### config.mk
export PLATFORM = sky130hd
export DESIGN_NAME = gate_truth_checker_settle_timer
export DESIGN_NICKNAME = d
export VERILOG_FILES = /design/src/rtl/gate_truth_checker_settle_timer.sv
export SDC_FILE = /design/constraint.sdc
export NUM_CORES = 1
export LEC_CHECK = 0
export ABC_CLOCK_PERIOD_IN_PS = 3310
export BUFFER_PORTS_ARGS = -buffer_cell sky130_fd_sc_hd__buf_2
export CORE_AREA = 5 5 42 44
export DETAILED_ROUTE_END_ITERATION = 6
export DIE_AREA = 0 0 47 49
export GPL_ROUTABILITY_DRIVEN = 1
export GPL_TIMING_DRIVEN = 0
export PLACE_DENSITY = 0.44
export SLEW_MARGIN = 20
export SYNTH_ARGS = -nofsm -noshare
export SYNTH_HDL_FRONTEND = slang
export SYNTH_SLANG_ARGS = --single-unit
### constraint.sdc
create_clock -name clk -period 3.31 [get_ports clk]
set_clock_uncertainty 0.1 [all_clocks]
set_input_delay 0 -clock clk [delete_from_list [all_inputs] [get_ports clk]]
set_output_delay 0 -clock clk [all_outputs]
set_load 0.1 [all_outputs]
### src/rtl/gate_truth_checker_settle_timer.sv
// Settle countdown: loaded with SETTLE, counts down on tick, flags the last wait cycle.
// expire is combinational from the count; bypass is a constant for SETTLE==0.
// No flow control: tick is honoured every cycle it is high.
// Ports: clk, rst_n; load (reload counter), tick (decrement);
//        expire (count==1, i.e. final wait cycle), bypass (no wait needed).
module gate_truth_checker_settle_timer #(
  parameter int SETTLE = 2
) (
  input  logic clk,
  input  logic rst_n,
  input  logic load,
  input  logic tick,
  output logic expire,
  output logic bypass
);

  logic [3:0] cnt_q;

  always_ff @(posedge clk or negedge rst_n) begin
    if (!rst_n) begin
      cnt_q <= 4'd0;
    end else if (load) begin
      cnt_q <= SETTLE[3:0];
    end else if (tick && (cnt_q != 4'd0)) begin
      cnt_q <= cnt_q - 4'd1;
    end
  end

  // The FSM leaves WAIT in the cycle the count shows 1, so WAIT lasts SETTLE cycles.
  assign expire = (cnt_q == 4'd1);
  assign bypass = (SETTLE == 0);

endmodule

Word-level counts from Yosys, hierarchy flattened
Index checks and enable logic that the tools add are counted.

Register bits after elaboration: 4. Output and inout bits: 2.

Add/subtract/negate cells: 1. Eq/ne operators: 1. Mux-type cells: 2. Reductions and logical operators: 3.

Operators with widths (count): 4-bit two-way mux (2); 4-bit by 1-bit == test with 1-bit output (second input constant) (1); 4-bit nonzero test (1); 4-bit by 1-bit subtractor with 4-bit output (second input constant) (1); 2-bit nonzero test (1); 1-bit logical AND (1).

Logic depth before layout (Yosys ltp)
Depth after elaboration: 4. Mapped depth: 5. Gate-level depth less buffers: 5.

Worst setup path after synthesis
No wires, ideal clock.

Path type: register to output. Start: reg cnt_q[1]. End: out expire. Data arrival time: 2.776 ns. Required time: 3.210 ns. Slack: 0.434 ns. Stages on the path, launching flop included: 4. Buffers on the path: 0. Cell sequence: dfrtp_1 inv_1 ha_1 nor3b_1.

Word-level cells in the longest chain between the ends: 1.

Ends and longest elaborated chain: from (decl) (RTL line 17) `logic [3:0] cnt_q;`; from (signal assigned) (RTL line 23) `cnt_q <= SETTLE[3:0];`; from (signal assigned) (RTL line 25) `cnt_q <= cnt_q - 4'd1;`; 4-bit by 1-bit == test with 1-bit output (RTL line 30) `assign expire = (cnt_q == 4'd1);`; to (decl) (RTL line 13) `output logic expire,`.

No other way between the ends.

Worst setup path after layout
Start: reg cnt_q[0]. End: reg cnt_q[0].

Word-level cells in the longest chain between the ends: 3. Elaborated cells between the ends (all ways): 6.

Ends and longest elaborated chain: 4-bit by 1-bit subtractor with 4-bit output or 4-bit nonzero test (tied branches) (RTL line 25, 24); 4-bit two-way mux or 1-bit logical AND (tied branches) (RTL line 24) `end else if (tick && (cnt_q != 4'd0)) begin`; 4-bit two-way mux or 2-bit nonzero test (tied branches).

Parallel ways exist; a longest one is shown, timed or not. The select of a mux whose other input is x is not followed. A chain may end at the register's enable or synchronous reset.

==> summary.txt <==
Finish
  • Area Overhead vs Synth: 38.50%
  • Diodes inserted: 0
  • Max reg flops: 4
  • Largest Register: cnt_q
  • Multi-input gate area: ~150 sq um
  • Reg area: 100.1 sq um
  • Fin nets: 48
  • Design area: 369.1 sq um
  • Layout cells sized above 1: 0.2564
  • Layout fillers: 166
  • Biggest regs: cnt_q: 4 flops

Critical path
  • CP Data Required Time: between 3 and 4 ns
  • FF-to-FF path depth: 5
  • Reg2reg end: cnt_q[0]
  • Worst Path Buf+Inv: 1
  • Max incr delay on CP: about 0.38 ns
  • Critical Path Source Type: flip-flop
  • CP Capture Type: flip-flop
  • Critical path origin: cnt_q[0]
  • Crit path max fanout: 4
  • Worst endpoint data arrival time: between 1.5 and 2 ns
  • Crit-path slowest cell: dfrtp_1
  • Crit path kind: reg -> reg
  • Critical path depth in cells: 5
  • Worst Setup EP: cnt_q[0]
  • Reg2reg setup slack: between 1.5 and 2 ns
  • Worst-path cell chain: inv_1, ha_1, nor3b_1, nor2b_1, mux2_2
  • Top delay family on crit path: simple AND/OR/NAND/NOR gates
  • Worst r2r src: cnt_q[0]

Logic synthesis
  • Post-Syn Nets: 35
  • Synth top area share: 0.3756
  • Register bit total from synthesis: 4
  • Yosys cell types: 16
  • Largest area contributor in the netlist: dfrtp_1
  • Sequential fraction of the synthesis area: 0.3756
  • Top post-synthesis cells by area: dfrtp_1 38%, ha_1 14%, nor2_1 5.6%
  • Mapped cell area: between 200 and 300 sq um
  • Post-synthesis cell count: 28
  • Syn avg cell area: 9.518 sq um
  • Yosys synthesis warning count: 0

Flow run
  • Max-cap viol count: 0

Power and ir drop
  • Peak supply drop: ~0.24 mV
  • Leakage power: ~0.18 nW
  • PwrDens: ~470 mW/mm^2

GRT
  • Total GRT Usage: 0.05654
  • Met3 Usage GRT: 0.05904
  • Initial antenna violation count: 0
  • Largest net degree at the start of global routing: 8
  • Gr ovfl total: 0
  • Gr busiest metal: met1
  • Vias in the first global route: ~210
  • Global Route met2 Usage: 0.05882
  • Met1 usage: 0.07111
  • First-pass GRT wire length: approximately 900 um

Placement
  • HPWL Detailed: between 300 and 400 um
  • IO buf count: 4
  • Gpl congestion: 0.7143
  • Pre-CTS WS: roughly 1.7 ns
  • Placed instance area: between 300 and 400 sq um

Min path
  • Worst Hold Path Cells: 3
  • Worst min-delay path class: in -> reg

STA
  • Final setup fails: 0
  • Total negative setup slack: 0 ns
  • Period utilization: 0.5007
  • RSZ-0062 raised after global routing: false
  • Fin. max-slew vios: 0
  • Min Tclk post-route: around 1.7 ns
  • Max Freq: ~600 MHz
  • Final setup margin: ~1.7 ns
  • Final Hold Viols: 0

Route
  • Avg WL per Cell: roughly 8.3 um
  • DRT Pass-1 Iters: 4
  • Final wirelength: 456 um
  • Vias: between 200 and 250
  • Antenna Nets Post-Route: 0
  • Routed vias/inst: around 4.0
  • Number of DRC markers in iteration 0: 7
  • Drt drc: 0

Die
  • # rows: 14
  • DIE HEIGHT: approximately 49 um
  • I/O pins: 6
  • Die area: ~0.0023 sq mm
  • Starting Density: 0.1902
  • DIE WIDTH: about 47 um
  • CORE AREA: around 0.0014 sq mm

Run status
  • Status: completed

CTS
  • Post-cts sizing count: 0
  • TritonCTS buffer count: 3
  • Hold buffers post-CTS: 4
  • Clk buf depth: 2
  • Worst-path clk slew: roughly 0.040 ns
  • CTS tree: done
  • Sink Count: 4
  • Post-CTS Setup Bufs: 0
  • H-tree levels: 1
  • CTS Root Buffer Type: clkbuf_4
  • Worst skew pair latency: around 0.23 ns
metal layers:
metal | vias to the layer above | part of all wire
li1 | 115 | -
met3 | 0 | 0.075
met1 | 101 | 0.52
met2 | 3 | 0.40
met4 | 0 | 0
met5 | - | 0
cell usage in the layout, fill, tap and decap left out:
cell           count
ha_1               3
nor3b_1            2
dlygate4sd3_1      4
clkbuf_4           3
nor2b_1            2
a211oi_1           1
or3_1              1
nor2_1             4
inv_1              3
o21ai_0            1
or4b_1             1
mux2_2             1
buf_4              1
a21oi_1            1
a31o_2             1
dfrtp_1            4
buf_2              4
mux2i_1            1
conb_1             1
per-stage QoR:
step | power [mW] | hold slack [ns] | util | instances
2_1_floorplan | 0.1030 | -0.3956 | - | 28
3_3_place_gp | 0.1162 | -0.2919 | 0.2188 | 48
3_5_place_dp | 0.1139 | -0.2899 | 0.2188 | 48
4_1_cts | 0.1786 | 0.07668 | 0.2634 | 55
5_1_grt | 0.1919 | 0.09473 | 0.2634 | 55
6_report | 0.1745 | 0.08244 | 0.2634 | 55
cell families after synthesis:
family                   after synthesis  share of synthesized area
multiplexers                           2                    0.07981
AND/OR/NAND/NOR                       10                     0.2206
flip-flops                             4                     0.3756
buffers and inverters                  4                    0.07043
other                                  1                    0.01407
adder cells (fa/ha/maj)                3                     0.1409
AO/OA/AOI/OAI                          4                    0.09857
cell usage after synthesis (all sizes together):
master and instances:
dfrtp 4, nor2 4, ha 3, inv 3
nor2b 2, nor3b 2, a211oi 1, a21oi 1
a31o 1, buf 1, conb 1, mux2 1
mux2i 1, o21ai 1, or3 1, or4b 1
how the worst min path moves through the flow:
stage | startpoint | endpoint
6_report | tick | cnt_q[2]
5_1_grt | tick | cnt_q[2]
4_1_cts | tick | cnt_q[2]
3_5_place_dp | rst_n | cnt_q[1]
3_3_place_gp | rst_n | cnt_q[0]
2_1_floorplan | rst_n | cnt_q[0]
area by class of cell:
| type | instances | share of cell area |
|---|---|---|
| Buffer | 1 | 0.02034 |
| Clock buffer | 3 | 0.06102 |
| Inverter | 3 | 0.03051 |
| Multi-Input combinational cell | 20 | 0.4000 |
| Sequential cell | 4 | 0.2712 |
| Tap cell | 16 | 0.05424 |
| Timing Repair Buffer | 8 | 0.1627 |
where the power goes:
group | switching (mW) | total, mW | internal, mW | leakage, nW
Sequential | 0.00662 | 0.0632 | 0.0566 | 0.0505
Clock | 0.0175 | 0.0579 | 0.0404 | 0.0138
Combinational | 0.0317 | 0.0535 | 0.0218 | 0.115
worst register-to-register path, stage by stage, from the launching register on:
cell,delay [ns]
dfrtp_1,0.38
inv_1,0.09
ha_1,0.19
nor3b_1,0.15
nor2b_1,0.26
mux2_2,0.37
Power figures use the tool's default switching activity.
